`config.mk`:
```
export PLATFORM = sky130hd
export DESIGN_NAME = level_from_edges
export DESIGN_NICKNAME = d
export VERILOG_FILES = /design/src/rtl/level_from_edges.sv
export SDC_FILE = /design/constraint.sdc
export NUM_CORES = 1
export LEC_CHECK = 0
export ABC_AREA = 1
export CAP_MARGIN = 40
export CELL_PAD_IN_SITES_DETAIL_PLACEMENT = 1
export CELL_PAD_IN_SITES_GLOBAL_PLACEMENT = 2
export CORE_UTILIZATION = 33
export CTS_CLUSTER_SIZE = 28
export DETAILED_ROUTE_END_ITERATION = 8
export MAX_ROUTING_LAYER = met4
export PLACE_DENSITY_LB_ADDON = 0.25
export SLEW_MARGIN = 15
export SYNTH_ARGS = -nofsm -noshare
export SYNTH_HDL_FRONTEND = slang
export SYNTH_SLANG_ARGS = --single-unit
```
`constraint.sdc`:
```
create_clock -name clk_i -period 2.3 [get_ports clk_i]
set_clock_uncertainty 0.05 [all_clocks]
set_input_delay 0.69 -clock clk_i [delete_from_list [all_inputs] [get_ports clk_i]]
set_output_delay 0.69 -clock clk_i [all_outputs]
set_load 0.005 [all_outputs]
```
`src/rtl/level_from_edges.sv`:
```
// Rebuilds a clean level from 1-cycle rise/fall event pulses. Each new level is
// held for a programmable minimum number of cycles. One opposite request may be deferred.
module level_from_edges #(
    parameter int MIN_HIGH_P = 4,
    parameter int MIN_LOW_P  = 4,
    parameter int CNT_W_P    = 8
) (
    input  logic clk_i,
    input  logic reset_i,
    input  logic rise_i,
    input  logic fall_i,
    output logic level_o,
    output logic busy_o,
    output logic pending_o,
    output logic err_o
);

    // Bit 1 of the encoding is the level and bit 0 marks a hold state, so both outputs come straight from flops.
    typedef enum logic [1:0] {
        LOW_SET   = 2'b00,
        LOW_HOLD  = 2'b01,
        HIGH_SET  = 2'b10,
        HIGH_HOLD = 2'b11
    } state_t;

    localparam logic [CNT_W_P-1:0] HIGH_LOAD = CNT_W_P'(MIN_HIGH_P - 1);
    localparam logic [CNT_W_P-1:0] LOW_LOAD  = CNT_W_P'(MIN_LOW_P - 1);

    if (MIN_HIGH_P < 1 || MIN_HIGH_P > (2 ** CNT_W_P)) begin : g_bad_min_high
        $error("MIN_HIGH_P must be in 1..2**CNT_W_P");
    end
    if (MIN_LOW_P < 1 || MIN_LOW_P > (2 ** CNT_W_P)) begin : g_bad_min_low
        $error("MIN_LOW_P must be in 1..2**CNT_W_P");
    end

    state_t               r_state;
    state_t               w_state_next;
    logic [CNT_W_P-1:0]   r_cnt;
    logic [CNT_W_P-1:0]   w_cnt_next;
    logic                 r_pend;
    logic                 w_pend_next;
    logic                 r_err;
    logic                 w_err_next;
    logic                 w_pend_eff;

    logic                 w_both;
    logic                 w_toward;
    logic                 w_same;
    logic [CNT_W_P-1:0]   w_load;
    state_t               w_flip_state;
    state_t               w_set_state;

    // "toward" requests the opposite level, "same" re-requests the current one.
    assign w_both       = rise_i & fall_i;
    assign w_toward     = r_state[1] ? fall_i : rise_i;
    assign w_same       = r_state[1] ? rise_i : fall_i;
    assign w_load       = r_state[1] ? LOW_LOAD : HIGH_LOAD;
    assign w_flip_state = r_state[1] ? LOW_HOLD : HIGH_HOLD;
    assign w_set_state  = r_state[1] ? HIGH_SET : LOW_SET;

    always_comb begin
        w_state_next = r_state;
        w_cnt_next   = r_cnt;
        w_pend_next  = r_pend;
        w_err_next   = 1'b0;
        w_pend_eff   = r_pend;
        case (r_state)
            LOW_SET, HIGH_SET: begin
                if (w_both) begin
                    w_err_next = 1'b1;
                end else if (w_toward) begin
                    w_state_next = w_flip_state;
                    w_cnt_next   = w_load;
                    w_pend_next  = 1'b0;
                end else if (w_same) begin
                    w_err_next = 1'b1;
                end
            end
            LOW_HOLD, HIGH_HOLD: begin
                if (w_both) begin
                    w_err_next = 1'b1;
                end else begin
                    if (w_toward) begin
                        w_err_next = r_pend;
                        w_pend_eff = 1'b1;
                    end else if (w_same) begin
                        w_err_next = ~r_pend;
                        w_pend_eff = 1'b0;
                    end
                    if (r_cnt != '0) begin
                        w_cnt_next  = r_cnt - 1'b1;
                        w_pend_next = w_pend_eff;
                    end else if (w_pend_eff) begin
                        w_state_next = w_flip_state;
                        w_cnt_next   = w_load;
                        w_pend_next  = 1'b0;
                    end else begin
                        w_state_next = w_set_state;
                        w_pend_next  = 1'b0;
                    end
                end
            end
            default: begin
                w_state_next = LOW_SET;
            end
        endcase
    end

    always_ff @(posedge clk_i or negedge reset_i) begin
        if (!reset_i) begin
            r_state <= LOW_SET;
            r_cnt   <= '0;
            r_pend  <= 1'b0;
            r_err   <= 1'b0;
        end else begin
            r_state <= w_state_next;
            r_cnt   <= w_cnt_next;
            r_pend  <= w_pend_next;
            r_err   <= w_err_next;
        end
    end

    assign level_o   = r_state[1];
    assign busy_o    = r_state[0];
    assign pending_o = r_pend;
    assign err_o     = r_err;

endmodule

```
Word level (Yosys, flattened, before mapping):

Cells that the tools add are included.
Widths: inputs -> output; s select.

* bits in registers: 12
* output and inout bits: 4
* logic and storage cells: 54

* add/subtract/negate cells: 1
* equal/unequal tests: 8
* muxes and demuxes: 32
* bitwise operators: 2
* reduce and logical (&&, ||, !) cells: 7

Operator list (count)
* $mux 8: 5
* $mux 1: 16
* $pmux 8 s2: 1
* $mux 2: 7
* $ne 2x2->1 const B: 4
* $reduce_and 4->1: 2
* $reduce_bool 8->1: 1
* $sub 8x1->8 const B: 1
* $eq 2x2->1 const B: 2
* $pmux 1 s2: 2
* $pmux 2 s2: 1
* $reduce_or 2->1: 2
* $ne 3x2->1 const B: 1
* $reduce_and 3->1: 1
* $eq 2x1->1 const B: 1
* $logic_not 2->1: 1
* $and 1x1->1: 1
* $not 1->1: 1

Depth between registers and ports, before layout:

* depth after elaboration: 9
* mapped depth: 9
* depth with buffers taken out: 9

Worst setup path after synthesis:

No wires, ideal clock.

* path type: input to register
* from: input port fall_i
* to: register r_cnt[0]
* library setup time: 0.116 ns
* arrival: 1.264 ns
* required time: 2.134 ns
* path slack: 0.870 ns
* stages on the path: 7
* path buffers: 0
* cell sequence: nand2_1 -> and2_4 -> nand2_4 -> nor2_2 -> nor2_4 -> nand2_1 -> nand2_1

* cells in the longest elaborated chain, start to end: 7
* elaborated cells between the ends (all ways): 12

Ends and longest elaborated chain
* from (decl): line 11 `input logic fall_i,`
* $mux 1: line 56 `assign w_same = r_state[1] ? rise_i : fall_i;`
* $mux 1: line 86 `end else if (w_same) begin`
* $mux 1: line 83 `if (w_toward) begin`
* $mux 1: line 80 `if (w_both) begin`
* $mux 1: line 67 `case (r_state)`
* $ne 3x2->1 (no line)
* $reduce_and 4->1 (no line) (*)
* to (signal assigned): line 117 `r_cnt <= w_cnt_next;`
* to (decl): line 38 `logic [CNT_W_P-1:0] r_cnt;`

Mark *: on every way between the ends. The rest lies on a longest branch, timed or not. The select of a mux whose other input is x is not followed.
A chain may end at the register's enable or synchronous reset.

Worst setup path after layout:

* from: register r_state[1]
* to: output port level_o

RTL lines
* from (decl): line 36 `state_t r_state;`
* from (signal assigned): line 116 `r_state <= w_state_next;`
* to (decl): line 12 `output logic level_o,`

No word-level cell between the ends.

==> results.json <==
{
  "placed_cell_area_um2": 943.4,
  "h-tree-depth": 1,
  "cap_violations": 0,
  "leakagePower_nw": 0.4879,
  "critPathTopFamily": "buffers and inverters",
  "cp-end-kind": "output pin",
  "hold_buffers": 0,
  "io_pins": 8,
  "layout_commonest_cell": "nand2_1",
  "clkTransAtPathRegs_ns": 0.08,
  "gp_congestion": 0.7430,
  "areaGrowthSynthToFinish_pct": 15.22,
  "hold_viol_final": 0,
  "drtAntennaViolNets": 0,
  "grt_use_met3_pct": 6.087,
  "dpl.hpwl_um": 1493,
  "io_buffers": 7,
  "pre_cts_ws_ns": 0.2022,
  "worstPathCellList": "clkdlybuf4s50_1",
  "start_util_pct": 36.49,
  "diodes": 0,
  "track_usage_pct": 19.04,
  "grt_setup_unrepaired": "no",
  "crit_type": "register to output pin",
  "wire_per_inst_um": 12.71,
  "grt_pass1_wl_um": 3615,
  "yosysWarnings": 0,
  "die_h_um": 52.40,
  "ir_drop_mv": 0.6061,
  "power_density_nw_per_um2": 1359,
  "max_slew.worst_pin.slew_ns": 0.6030,
  "postSynthAreaPerCell_um2": 7.165,
  "grt.overflow.total": 0,
  "via_per_inst": 4.806,
  "regToRegSetupSlack_ns": 0.78,
  "syn_inst": 117,
  "ys_ff_latch": 12,
  "nets": 135,
  "fin_ws_ns": 0.3214,
  "final_area_um2": 965.9,
  "slowest_delay_ns": 0.53,
  "postCtsSetupBuffers": 0,
  "fin_crit_sh_pct": 86.02,
  "status": "completed",
  "drive_above_1_share_pct": 17.32,
  "required_ns": 1.56,
  "arrival_ns": 1.24,
  "cts_tree": "done",
  "crit_path_top_delay_cell": "clkdlybuf4s50_1",
  "yosysSeqAreaShare_pct": 35.82,
  "worstSetupStartpointType": "register",
  "syn-num-nets": 123,
  "setup_viol": 0,
  "cts_buffers": 3,
  "drv_slew": 0,
  "crit_fanout": 5,
  "drc": 0,
  "path_buf_inv": 1,
  "grt_pass1_vias": 771,
  "grt_most_used_layer": "met2",
  "dieArea_um2": 2746,
  "hold_path.class": "register to register",
  "first_pass_iters": 3,
  "final_cell_mix": "nand2_1, dfrtp_1, inv_1, nor2_1",
  "antenna_found_initial": 0,
  "numClockSinks": 12,
  "clk_latency_ns": 0.28,
  "die_x_um": 52.40,
  "clk_path_buf_depth": 2,
  "total_power_w": 0.001312,
  "yosysUniqueCellTypes": 23,
  "post-route-min-period_ns": 1.979,
  "drt-total-wl_um": 1970,
  "grt_use_met1_pct": 24.78,
  "cts_root_buf": "clkbuf_4",
  "fp.coreArea_um2": 2297,
  "num_rows": 17,
  "grt_util_met2_pct": 28.90,
  "drt_iter0_drc": 14,
  "fmax_mhz": 505.4,
  "vias": 745,
  "grt_max_degree": 13,
  "syn-cell-area_um2": 838.3,
  "timing.hold.ws_ns": 0.4572,
  "ctsResizeCount": 0,
  "slew_headroom_pct": 59.67,
  "tns_ns": 0
}
registers in the layout, summed over array words and instances, names as in the netlist:
register and count:
r_cnt 8, err_o 1, pending_o 1, r_state 2
per-layer routing:
| metal | wire (um) | up-vias |
|---|---|---|
| met1 | 994 | 350 |
| met2 | 898 | 9 |
| met3 | 64 | 2 |
| met4 | 13 | 0 |
| met5 | 0 | - |
| li1 | - | 384 |
cell usage after synthesis:
master | count | area, um^2
dfrtp_1 | 12 | 300.3
buf_4 | 1 | 7.510
nand4_1 | 2 | 12.51
ha_1 | 2 | 25.02
inv_2 | 3 | 11.26
nand3_2 | 1 | 10.01
inv_1 | 9 | 33.78
o21ai_4 | 1 | 16.27
nand2_1 | 49 | 183.9
o21ai_0 | 3 | 15.01
a21oi_1 | 2 | 10.01
nor2_4 | 3 | 33.78
xor2_1 | 1 | 8.760
nand2_4 | 2 | 22.52
nand3b_1 | 1 | 7.510
or2_2 | 1 | 6.260
nand2_2 | 4 | 25.02
nor2_2 | 1 | 6.260
nand3_4 | 1 | 17.52
o211ai_1 | 1 | 7.510
nor2_1 | 9 | 33.78
and2_4 | 1 | 8.760
nand3_1 | 7 | 35.03
logic make-up after synthesis:
logic type | share of synthesized area (%)
DFF | 35.82
and+or+nand+nor | 48.06
AOI/OAI and AO/OA | 5.821
adders and majority gates | 2.985
xor gates and xnor gates | 1.045
buffers and inverters | 6.269
stage by stage:
stage                     std cells  util (%)
after floorplan                 117         -
after global placement          152     41.07
after detailed placement        152     41.07
after CTS                       155     42.05
after global routing            155     42.05
final                           155     42.05
worst paths after layout:
kind,startpoint,to,cells past startpoint
min in group asynchronous,reset_i,r_cnt[3],1
max in group asynchronous,reset_i,r_state[0],1
hold / removal,r_cnt[1],r_cnt[1],2
setup / recovery,r_state[1],level_o,1
setup reg to reg,r_cnt[0],r_state[1],9
hold reg to reg,r_cnt[1],r_cnt[1],2
layout make-up:
class                   count  area (um^2)
well taps                  28        35.03
repair buffers              8        77.57
inverters                  12        45.04
multi-input cells          92        485.5
flip-flops and latches     12        300.3
fillers                   297         1331
clock buffers               3        22.52
worst reg2reg max path, stage by stage (launching register included):
cell,delay [ns]
dfrtp_1,0.40
inv_1,0.10
ha_1,0.15
inv_1,0.06
nor2_4,0.14
nand2_2,0.11
nand2_4,0.14
nand3_1,0.14
nand2_1,0.09
nand2_1,0.06
power by group:
group / total, W / switching, W / internal (W)
combinational: 0.000801 / 0.000492 / 0.000310
sequential: 0.000377 / 0.0000761 / 0.000301
clock: 0.000134 / 0.0000730 / 0.0000606
(Power assumes the default switching activity.)
